**src/rtl/if_fetch_unit.sv**
```systemverilog
`timescale 1ns/1ps
// if_fetch_unit: RV32I fetch stage: PC, credit-limited in-order imem requests, instruction buffer feeding ID.
// Head of the buffer is presented combinationally; IF_JAL_PREDICT_EN redirects fetch on a returned JAL.
module if_fetch_unit #(
    parameter int              XLEN       = 32,
    parameter logic [XLEN-1:0] RESET_PC   = '0,
    parameter int              FIFO_DEPTH = 2
) (
    input  logic            clk,
    input  logic            rst,
    output logic            imem_req,
    output logic [XLEN-1:0] imem_addr,
    input  logic            imem_ready,
    input  logic            imem_rvalid,
    input  logic [31:0]     imem_rdata,
    input  logic            stall,
    input  logic            flush,
    input  logic [XLEN-1:0] flush_pc,
    output logic            if_valid,
    output logic [XLEN-1:0] if_pc_out,
    output logic [31:0]     if_instruction
);
    localparam int              PW         = (FIFO_DEPTH > 1) ? $clog2(FIFO_DEPTH) : 1;
    localparam int              CW         = $clog2(FIFO_DEPTH) + 1;
    localparam logic [31:0]     NOP        = 32'h0000_0013;
    localparam logic [CW:0]     CREDITS    = (CW+1)'(FIFO_DEPTH);
    localparam logic [PW-1:0]   LAST       = PW'(FIFO_DEPTH - 1);
    localparam logic [XLEN-1:0] ALIGN_MASK = {{(XLEN-2){1'b1}}, 2'b00};

    typedef struct packed {
        logic [XLEN-1:0] pc;
        logic [31:0]     ins;
    } fetch_ent_t;

    logic [XLEN-1:0]                  pc_q, pc_d;
    logic [CW-1:0]                    out_q, out_d;
    logic [CW-1:0]                    drop_q, drop_d;
    logic [CW-1:0]                    cnt_q, cnt_d;
    logic [PW-1:0]                    rd_q, rd_d, wr_q, wr_d;
    logic [PW-1:0]                    tag_rd_q, tag_rd_d, tag_wr_q, tag_wr_d;
    fetch_ent_t [FIFO_DEPTH-1:0]      fifo_q, fifo_d;
    logic [FIFO_DEPTH-1:0][XLEN-1:0]  tag_q, tag_d;

    logic            credit_ok;
    logic            rsp_keep;
    logic            rsp_cnt;
    logic            jal_hit;
    logic [XLEN-1:0] jal_target;
    logic            accept;
    logic            push;
    logic            pop;
    fetch_ent_t      head;

    function automatic logic [PW-1:0] ptr_inc(input logic [PW-1:0] p);
        return (p == LAST) ? '0 : p + PW'(1);
    endfunction

    // A response only becomes an instruction when no stale words remain to be discarded.
    assign rsp_keep = imem_rvalid && (drop_q == '0) && !flush;
    assign rsp_cnt  = imem_rvalid && (out_q != '0);

`ifdef IF_JAL_PREDICT_EN
    assign jal_hit    = rsp_keep && (imem_rdata[6:0] == 7'b1101111);
    assign jal_target = tag_q[tag_rd_q] + {{(XLEN-20){imem_rdata[31]}}, imem_rdata[19:12],
                                           imem_rdata[20], imem_rdata[30:21], 1'b0};
`else
    assign jal_hit    = 1'b0;
    assign jal_target = '0;
`endif

    assign credit_ok = ({1'b0, cnt_q} + {1'b0, out_q}) < CREDITS;
    assign imem_req  = !rst && !flush && !jal_hit && credit_ok;
    assign imem_addr = pc_q;
    assign accept    = imem_req && imem_ready;

    assign head           = fifo_q[rd_q];
    assign if_valid       = !rst && (cnt_q != '0);
    assign if_pc_out      = if_valid ? head.pc : '0;
    assign if_instruction = if_valid ? head.ins : NOP;
    assign push           = rsp_keep;
    assign pop            = if_valid && !stall && !flush;

    always_comb begin
        pc_d     = pc_q;
        out_d    = out_q + CW'(accept) - CW'(rsp_cnt);
        drop_d   = drop_q;
        cnt_d    = cnt_q;
        rd_d     = rd_q;
        wr_d     = wr_q;
        tag_rd_d = tag_rd_q;
        tag_wr_d = tag_wr_q;
        fifo_d   = fifo_q;
        tag_d    = tag_q;

        if (flush) begin
            // Everything still in flight after this cycle belongs to the abandoned path.
            pc_d     = flush_pc & ALIGN_MASK;
            drop_d   = out_d;
            cnt_d    = '0;
            rd_d     = '0;
            wr_d     = '0;
            tag_rd_d = '0;
            tag_wr_d = '0;
        end else begin
            if (imem_rvalid && (drop_q != '0)) begin
                drop_d = drop_q - CW'(1);
            end
            if (push) begin
                fifo_d[wr_q].pc  = tag_q[tag_rd_q];
                fifo_d[wr_q].ins = imem_rdata;
                wr_d             = ptr_inc(wr_q);
            end
            if (pop) begin
                rd_d = ptr_inc(rd_q);
            end
            cnt_d = cnt_q + CW'(push) - CW'(pop);

            if (jal_hit) begin
                // Requests issued past the JAL are wrong-path; discard them as they return.
                pc_d     = jal_target;
                drop_d   = out_d;
                tag_rd_d = '0;
                tag_wr_d = '0;
            end else begin
                if (accept) begin
                    pc_d            = pc_q + XLEN'(4);
                    tag_d[tag_wr_q] = pc_q;
                    tag_wr_d        = ptr_inc(tag_wr_q);
                end
                if (push) begin
                    tag_rd_d = ptr_inc(tag_rd_q);
                end
            end
        end
    end

    always_ff @(posedge clk) begin
        if (rst) begin
            pc_q     <= RESET_PC;
            out_q    <= '0;
            drop_q   <= '0;
            cnt_q    <= '0;
            rd_q     <= '0;
            wr_q     <= '0;
            tag_rd_q <= '0;
            tag_wr_q <= '0;
            fifo_q   <= '0;
            tag_q    <= '0;
        end else begin
            pc_q     <= pc_d;
            out_q    <= out_d;
            drop_q   <= drop_d;
            cnt_q    <= cnt_d;
            rd_q     <= rd_d;
            wr_q     <= wr_d;
            tag_rd_q <= tag_rd_d;
            tag_wr_q <= tag_wr_d;
            fifo_q   <= fifo_d;
            tag_q    <= tag_d;
        end
    end

endmodule

```
**config.mk**
```make
export PLATFORM = sky130hd
export DESIGN_NAME = if_fetch_unit
export DESIGN_NICKNAME = d
export VERILOG_FILES = /design/src/rtl/if_fetch_unit.sv
export SDC_FILE = /design/constraint.sdc
export NUM_CORES = 1
export LEC_CHECK = 0
export BUFFER_PORTS_ARGS = -buffer_cell sky130_fd_sc_hd__buf_2
export CORE_MARGIN = 4
export CORE_UTILIZATION = 60
export DETAILED_ROUTE_END_ITERATION = 12
export PLACE_DENSITY_LB_ADDON = 0.12
export SLEW_MARGIN = 10
export SYNTH_ARGS = -nofsm -noshare
export SYNTH_HDL_FRONTEND = slang
export SYNTH_SLANG_ARGS = --single-unit
export TNS_END_PERCENT = 30
```
**constraint.sdc**
```tcl
create_clock -name clk -period 8.3 [get_ports clk]
set_input_delay 0.83 -clock clk [delete_from_list [all_inputs] [get_ports clk]]
set_output_delay 0.83 -clock clk [all_outputs]
set_load 0.02 [all_outputs]
```
==> results of run 1 <==
-- power breakdown --
group / switching, W / internal, W / leakage (nW)
registers: 0.0000702 / 0.00114 / 1.82
clock network: 0.000425 / 0.000714 / 0.417
logic: 0.000212 / 0.000133 / 1.78
-- placed cells by master (no fill, tap or decap), drive strengths merged, types with 3 or more instances in the layout --
| master | count |
|---|---|
| clkbuf | 27 |
| nor4 | 4 |
| a31oi | 5 |
| a211oi | 69 |
| buf | 172 |
| inv | 14 |
| mux2i | 92 |
| bufinv | 6 |
| a21oi | 132 |
| o31ai | 7 |
| and3 | 3 |
| or2 | 4 |
| and4 | 4 |
| o21ai | 6 |
| clkinv | 8 |
| a311oi | 12 |
| dfxtp | 224 |
| nand2 | 274 |
| xor2 | 7 |
| or3 | 8 |
| nor2 | 151 |
| xnor2 | 9 |
| ha | 6 |
| nand4 | 10 |
| conb | 4 |
| or4 | 13 |
| nand3 | 16 |
| nor3 | 12 |
| and2 | 9 |
-- routing by layer --
| metal | vias to the layer above | global-route usage | part of all wire |
|---|---|---|---|
| li1 | 4393 | - | - |
| met1 | 4029 | 0.368 | 0.44 |
| met2 | 274 | 0.412 | 0.46 |
| met3 | 40 | 0.0337 | 0.075 |
| met4 | 0 | 0.0666 | 0.019 |
| met5 | - | 0 | 0 |
-- final timing paths --
path,from,end,slack [ns]
worst max-delay path,rst,if_instruction[0],4.64
worst min-delay path,fifo_q[80],fifo_q[80],0.45
worst max register to register,cnt_q[0],drop_q[1],4.93
worst min register to register,fifo_q[80],fifo_q[80],0.45
-- state kept, by name, summed over array words and instances, names as in the netlist --
name,cells
imem_addr,30
cnt_q,2
tag_wr_q,1
drop_q,2
tag_q,60
out_q,2
fifo_q,124
wr_q,1
rd_q,1
tag_rd_q,1
-- tightest hold or removal path: stages (launching register included) --
cell and delay [ns]:
dfxtp_1 0.31, nand2_1 0.05, a21oi_1 0.05
-- per-stage QoR --
step	std cells	power [W]	worst slack (ns)
floorplan	1229	0.00147	5.40
global placement	1510	0.00157	4.60
detailed placement	1510	0.00158	4.59
CTS	1552	0.00271	4.59
global route	1552	0.00280	4.43
finish	1552	0.00270	4.64
-- cell families (layout without fill, tap and decap cells) --
family | count (synthesis) | in the layout | synth area share
compound gates | 247 | 247 | 0.156
fa+ha+maj | 7 | 7 | 0.00966
xor+xnor | 16 | 16 | 0.0142
simple gates | 518 | 518 | 0.223
mux | 92 | 92 | 0.0936
flops | 224 | 224 | 0.456
other cells | 1 | 4 | 0.000381
buf+inv | 121 | 228 | 0.0483
-- cell type report --
| cell class | instances | area, um2 | share of cell area |
|---|---|---|---|
| tap | 216 | 270 | 0.0236 |
| multi-input combinational | 884 | 4910 | 0.429 |
| clock inverter | 15 | 231 | 0.0202 |
| sequential | 224 | 4490 | 0.392 |
| timing repair buffer | 172 | 895 | 0.0781 |
| clock buffer | 27 | 611 | 0.0533 |
| inverter | 14 | 52.6 | 0.00459 |
==> out/qor.log, run 1 <==
qor: routing.count_of_unresolved_drc_violations_after_routing 0
qor: synth.post_synth_most_frequent_cells nand2_1 (274), dfxtp_1 (224), nor2_1 (151)
qor: floorplan.initial_standard_cell_utilization_of_the_core 0.615
qor: synth.synthDistinctLibCells 51
qor: synth.synth.avg_cell_area 8.03 um2
qor: synth.ys_seq_elements 224
qor: critical_path.path_depth 6
qor: floorplan.fp-row-count 46
qor: sta.holdWs 0.453 ns
qor: floorplan.die_x 136 um
qor: clocking.clock_tree.htree_level_count 1
qor: floorplan.dieArea 18500 um2
qor: sta.count_of_final_setup_violators 0
qor: routing.avgViaCountPerCell 5.63
qor: critical_path.timing.reg2reg.worst_path_depth 12
qor: cells_and_area.antennaDiodeCount 0
qor: cells_and_area.num-fill-cells 1352
qor: placed_design.place_hpwl 15400 um
qor: synth.synth-edff-count 0
qor: critical_path.worst_path_largest_cell_delay 0.65 ns
qor: outcome.outcome completed
qor: power_and_ir_drop.power.density 236 nW/um2
qor: synth.synthMostInstantiatedCell nand2_1
qor: global_route.grt_pass1_wl 39500 um
qor: routing.route.final.wire_length 24500 um
qor: critical_path.timing.critical_path.cells buf_6 -> or2_2 -> buf_4 -> inv_1 -> nand2_1 -> buf_2
qor: routing.remaining_antenna_violation_count_after_routing 0
qor: routing.drt_first_iter_violations 798
qor: critical_path.crit_path_launch_type input port
qor: global_route.grt_util_all_layers 0.257
qor: synth.synth_top_flop_cell dfxtp_1
qor: sta.final.setup.tns 0 ns
qor: clocking.cts_resized 0
qor: floorplan.io-pin-count 168
qor: placed_design.routabilityCongestion 0.876
qor: sta.unrepaired_setup_endpoints_after_global_routing no
qor: floorplan.die_y 136 um
qor: power_and_ir_drop.peakVddDrop 177 uV
qor: sta.hold_viol 0
qor: critical_path.criticalPathCategory input port to output pin
qor: critical_path.gate_family_responsible_for_the_most_delay_along_the_worst_path buffers and inverters
qor: routing.detailedRoute.firstPassIterationCount 5
qor: clocking.tritoncts.num_buffers 23
qor: placed_design.postPlaceCellArea 10600 um2
qor: sta.finalCritPeriodShare 0.441
qor: synth.yosys-top-cells-area dfxtp_1 (46%), nand2_1 (10%), mux2i_1 (9.4%)
qor: cells_and_area.final_net_count 1396
qor: clocking.cts_setup_buffers 0
qor: critical_path.worst_path_required 7.47 ns
qor: sta.timing.final.max_slew_violations 0
qor: synth.ys.warnings.count 0
qor: synth.netlist.top_cell.by_area dfxtp_1
qor: global_route.global_route.overflow_total 0
qor: critical_path.worst_path_max_delay_cell buf_6
qor: clocking.cts_hold_buffers 0
qor: sta.fin_worst_skew 0.0167 ns
qor: sta.tightestPinTransition 1.20 ns
qor: clocking.worst_setup_hold_path_clk_slew 0.06 ns
qor: synth.yosysTopAreaCellShare 0.456
qor: critical_path.worst-endpoint-arrival 2.83 ns
qor: cells_and_area.layout-drive-gt1-share 0.166
qor: cells_and_area.finish.utilization 0.716
qor: hold_path.holdPathStages 2
qor: global_route.grt_start_max_net_pins 137
qor: sta.worst_slew_margin 0.199
qor: global_route.grt_pass1_vias 7792
qor: routing.route.detailed.wl_per_inst 15.8 um
qor: cells_and_area.final_area 11500 um2
qor: global_route.grt_antenna_before_repair 0
qor: clocking.insertion_delay 0.51 ns
qor: routing.via_count 8736
qor: critical_path.crit_fanout 136
qor: clocking.numClockSinks 224
qor: cells_and_area.syn_to_final_growth 16.5%
qor: flow_run.number_of_violations_of_the_max_capacitance_limit 0
qor: synth.synth-async-reset-ratio 0
qor: power_and_ir_drop.p_leak 4.02 nW
qor: floorplan.core_region_area 16000 um2
qor: sta.period_needed 3.66 ns
qor: hold_path.hp-class register to register
qor: synth.synthesis.instances 1226
qor: critical_path.worstSetupEndpointType output pin
qor: sta.fmaxAchievable 273 MHz
qor: clocking.clk_path_buf_depth 3
qor: synth.syn_std_cell_area 9840 um2
qor: placed_design.io_buffers 161
qor: clocking.cts_tree yes
qor: clocking.root_buffer clkbuf_16
qor: synth.synth_seq_area_share 0.456
qor: critical_path.critical_path.n_buffers_inverters 4
(Power assumes the default switching activity.)
==> run 2, diff against run 1 <==
ABC_AREA = 1   (was default)
CORE_UTILIZATION = 57   (was 60)
clock period = 3.6 ns   (was 8.3 ns; I/O delays follow)
==> run 2 against run 1 <==
Against the previous run: utilization down 5.0 points; synthesized area rose by 6.1%; cell area up 4.5%; cell count up 23%; combinational power is 130% higher; hold slack got worse by 0.36 ns; sequential share of layout area decreased by 1.7 points; total power is 120% higher; non-clock buffer count up 8; synthesized cell count up 27%; setup slack worse by 3.6 ns; critical path type is now register to output pin; critical endpoint is now if_pc_out[23]; largest cell class unchanged.
==> out/qor.log, run 2 <==
qor: outcome.outcome completed
qor: clocking.cts_setup_buffers 0
qor: critical_path.criticalPathCategory register to output pin
qor: routing.via_count 9747
qor: sta.worst_slew_margin 0.325
qor: placed_design.place_hpwl 16900 um
qor: clocking.cts_hold_buffers 0
qor: critical_path.worst-endpoint-arrival 2.15 ns
qor: critical_path.worstSetupEndpointType output pin
qor: routing.route.detailed.wl_per_inst 13.3 um
qor: cells_and_area.antennaDiodeCount 0
qor: synth.synth-async-reset-ratio 0
qor: clocking.tritoncts.num_buffers 23
qor: routing.detailedRoute.firstPassIterationCount 4
qor: cells_and_area.flip_flop_count_of_the_largest_register_after_layout 124
qor: critical_path.worst_path_largest_cell_delay 0.53 ns
qor: floorplan.die_x 143 um
qor: clocking.clk_path_buf_depth 3
qor: synth.ys_seq_elements 224
qor: global_route.grt_antenna_before_repair 0
qor: routing.avgViaCountPerCell 5.10
qor: clocking.cts_resized 0
qor: synth.synthDistinctLibCells 38
qor: critical_path.crit_fanout 57
qor: global_route.grt_pass1_vias 8806
qor: floorplan.io-pin-count 168
qor: routing.remaining_antenna_violation_count_after_routing 0
qor: clocking.insertion_delay 0.50 ns
qor: power_and_ir_drop.p_leak 5.55 nW
qor: clocking.cts_tree yes
qor: cells_and_area.layout-drive-gt1-share 0.140
qor: synth.yosys-top-cells-area dfxtp_1 (43%), nand2_1 (15%), o21ai_0 (11%)
qor: synth.synth.avg_cell_area 6.69 um2
qor: floorplan.dieArea 20600 um2
qor: hold_path.hp-class input port to register
qor: sta.finalCritPeriodShare 0.698
qor: global_route.grt_pass1_wl 42200 um
qor: synth.netlist.top_cell.by_area dfxtp_1
qor: cells_and_area.largest-register fifo_q
qor: sta.period_needed 2.51 ns
qor: critical_path.gate_family_responsible_for_the_most_delay_along_the_worst_path buffers and inverters
qor: clocking.numClockSinks 224
qor: floorplan.die_y 143 um
qor: synth.synth_seq_area_share 0.429
qor: sta.unrepaired_setup_endpoints_after_global_routing no
qor: hold_path.hp-start imem_rdata[31]
qor: critical_path.worst_path_required 3.24 ns
qor: cells_and_area.final_area 12000 um2
qor: sta.timing.final.max_slew_violations 0
qor: global_route.global_route.overflow_total 0
qor: clocking.worst_setup_hold_path_clk_slew 0.06 ns
qor: critical_path.crit_path_launch_type register
qor: sta.count_of_final_setup_violators 0
qor: floorplan.core_region_area 18000 um2
qor: floorplan.fp-row-count 49
qor: global_route.grt_start_max_net_pins 88
qor: sta.tightestPinTransition 1.01 ns
qor: routing.drt_first_iter_violations 566
qor: synth.syn_std_cell_area 10400 um2
qor: sta.final.setup.tns 0 ns
qor: cells_and_area.layout_commonest_cell nand2_1
qor: synth.synth-edff-count 0
qor: sta.holdWs 0.0971 ns
qor: critical_path.critical_path.n_buffers_inverters 3
qor: clocking.root_buffer clkbuf_16
qor: critical_path.worstReg2RegStart out_q[0]
qor: routing.route.final.wire_length 25500 um
qor: routing.count_of_unresolved_drc_violations_after_routing 0
qor: synth.synthMostInstantiatedCell nand2_1
qor: placed_design.io_buffers 161
qor: floorplan.initial_standard_cell_utilization_of_the_core 0.581
qor: critical_path.cp-startpoint cnt_q[1]
qor: sta.hold_viol 0
qor: global_route.grt_util_all_layers 0.243
qor: synth.ys.warnings.count 0
qor: critical_path.timing.critical_path.cells nor2_1 -> nor2_4 -> buf_4 -> nand2_1 -> inv_1 -> buf_2
qor: sta.fmaxAchievable 398 MHz
qor: cells_and_area.final_net_count 1747
qor: synth.synthesis.instances 1562
qor: placed_design.routabilityCongestion 0.915
qor: flow_run.number_of_violations_of_the_max_capacitance_limit 0
qor: power_and_ir_drop.peakVddDrop 397 uV
qor: cells_and_area.most-common-layout-cells nand2_1 (413), o21ai_0 (235), dfxtp_1 (224)
qor: critical_path.worst_path_max_delay_cell buf_4
qor: cells_and_area.finish.utilization 0.667
qor: placed_design.postPlaceCellArea 11200 um2
qor: sta.fin_worst_skew 0.00689 ns
qor: cells_and_area.syn_to_final_growth 14.7%
qor: synth.post_synth_most_frequent_cells nand2_1 (413), o21ai_0 (235), dfxtp_1 (224)
qor: synth.yosysTopAreaCellShare 0.429
qor: clocking.clock_tree.htree_level_count 1
qor: synth.synth_top_flop_cell dfxtp_1
qor: power_and_ir_drop.power.density 496 nW/um2
run 2: power by group:
group | total (W) | internal [W] | leakage [nW] | switching [W]
clock | 0.00238 | 0.00146 | 0.362 | 0.000918
sequential | 0.00277 | 0.00266 | 1.82 | 0.000102
combinational | 0.000794 | 0.000264 | 3.37 | 0.000530
total | 0.00594 | 0.00439 | 5.55 | 0.00155
run 2: worst paths after layout:
kind              slack [ns]             to  depth (start not counted)
setup / recovery        1.09  if_pc_out[23]                          6
hold / removal           0.1     fifo_q[31]                          3
setup reg to reg        1.24      tag_q[49]                         11
hold reg to reg         0.45     fifo_q[51]                          2
run 2: cell type report:
| class | instances | area (um2) |
|---|---|---|
| Tap cell | 229 | 287 |
| Fill cell | 1679 | 5990 |
| Sequential cell | 224 | 4480 |
| Timing Repair Buffer | 180 | 961 |
| Multi-Input combinational cell | 1040 | 4740 |
| Inverter | 201 | 756 |
| Clock buffer | 33 | 653 |
| Clock inverter | 3 | 90.1 |
run 2: layer usage:
metal | global-route usage | part of all wire
met5 | 0 | 0
met2 | 0.400 | 0.45
met4 | 0.0585 | 0.020
met1 | 0.345 | 0.46
met3 | 0.0260 | 0.067
run 2: worst min-delay path, delay by kind of cell:
family	cells	cell delay (ns)
AND/OR/NAND/NOR	2	0.12
buffers and inverters	1	0.08
run 2: cell families (layout without fill, tap and decap cells):
| group | count (synthesis) | in the layout | synth area share |
|---|---|---|---|
| simple gates | 598 | 598 | 0.229 |
| compound gates | 423 | 423 | 0.207 |
| buf+inv | 301 | 417 | 0.118 |
| flops | 224 | 224 | 0.429 |
| xor+xnor | 8 | 8 | 0.00671 |
| fa+ha+maj | 7 | 7 | 0.00910 |
| other cells | 1 | 4 | 0.000359 |
run 2: through the flow:
stage	setup slack [ns]	instances	total power, W
after detailed placement	1.16	1874	0.00361
after global placement	1.22	1874	0.00359
final	1.09	1910	0.00594
after global routing	0.907	1910	0.00622
after floorplan	1.42	1565	0.00339
after CTS	1.02	1910	0.00599
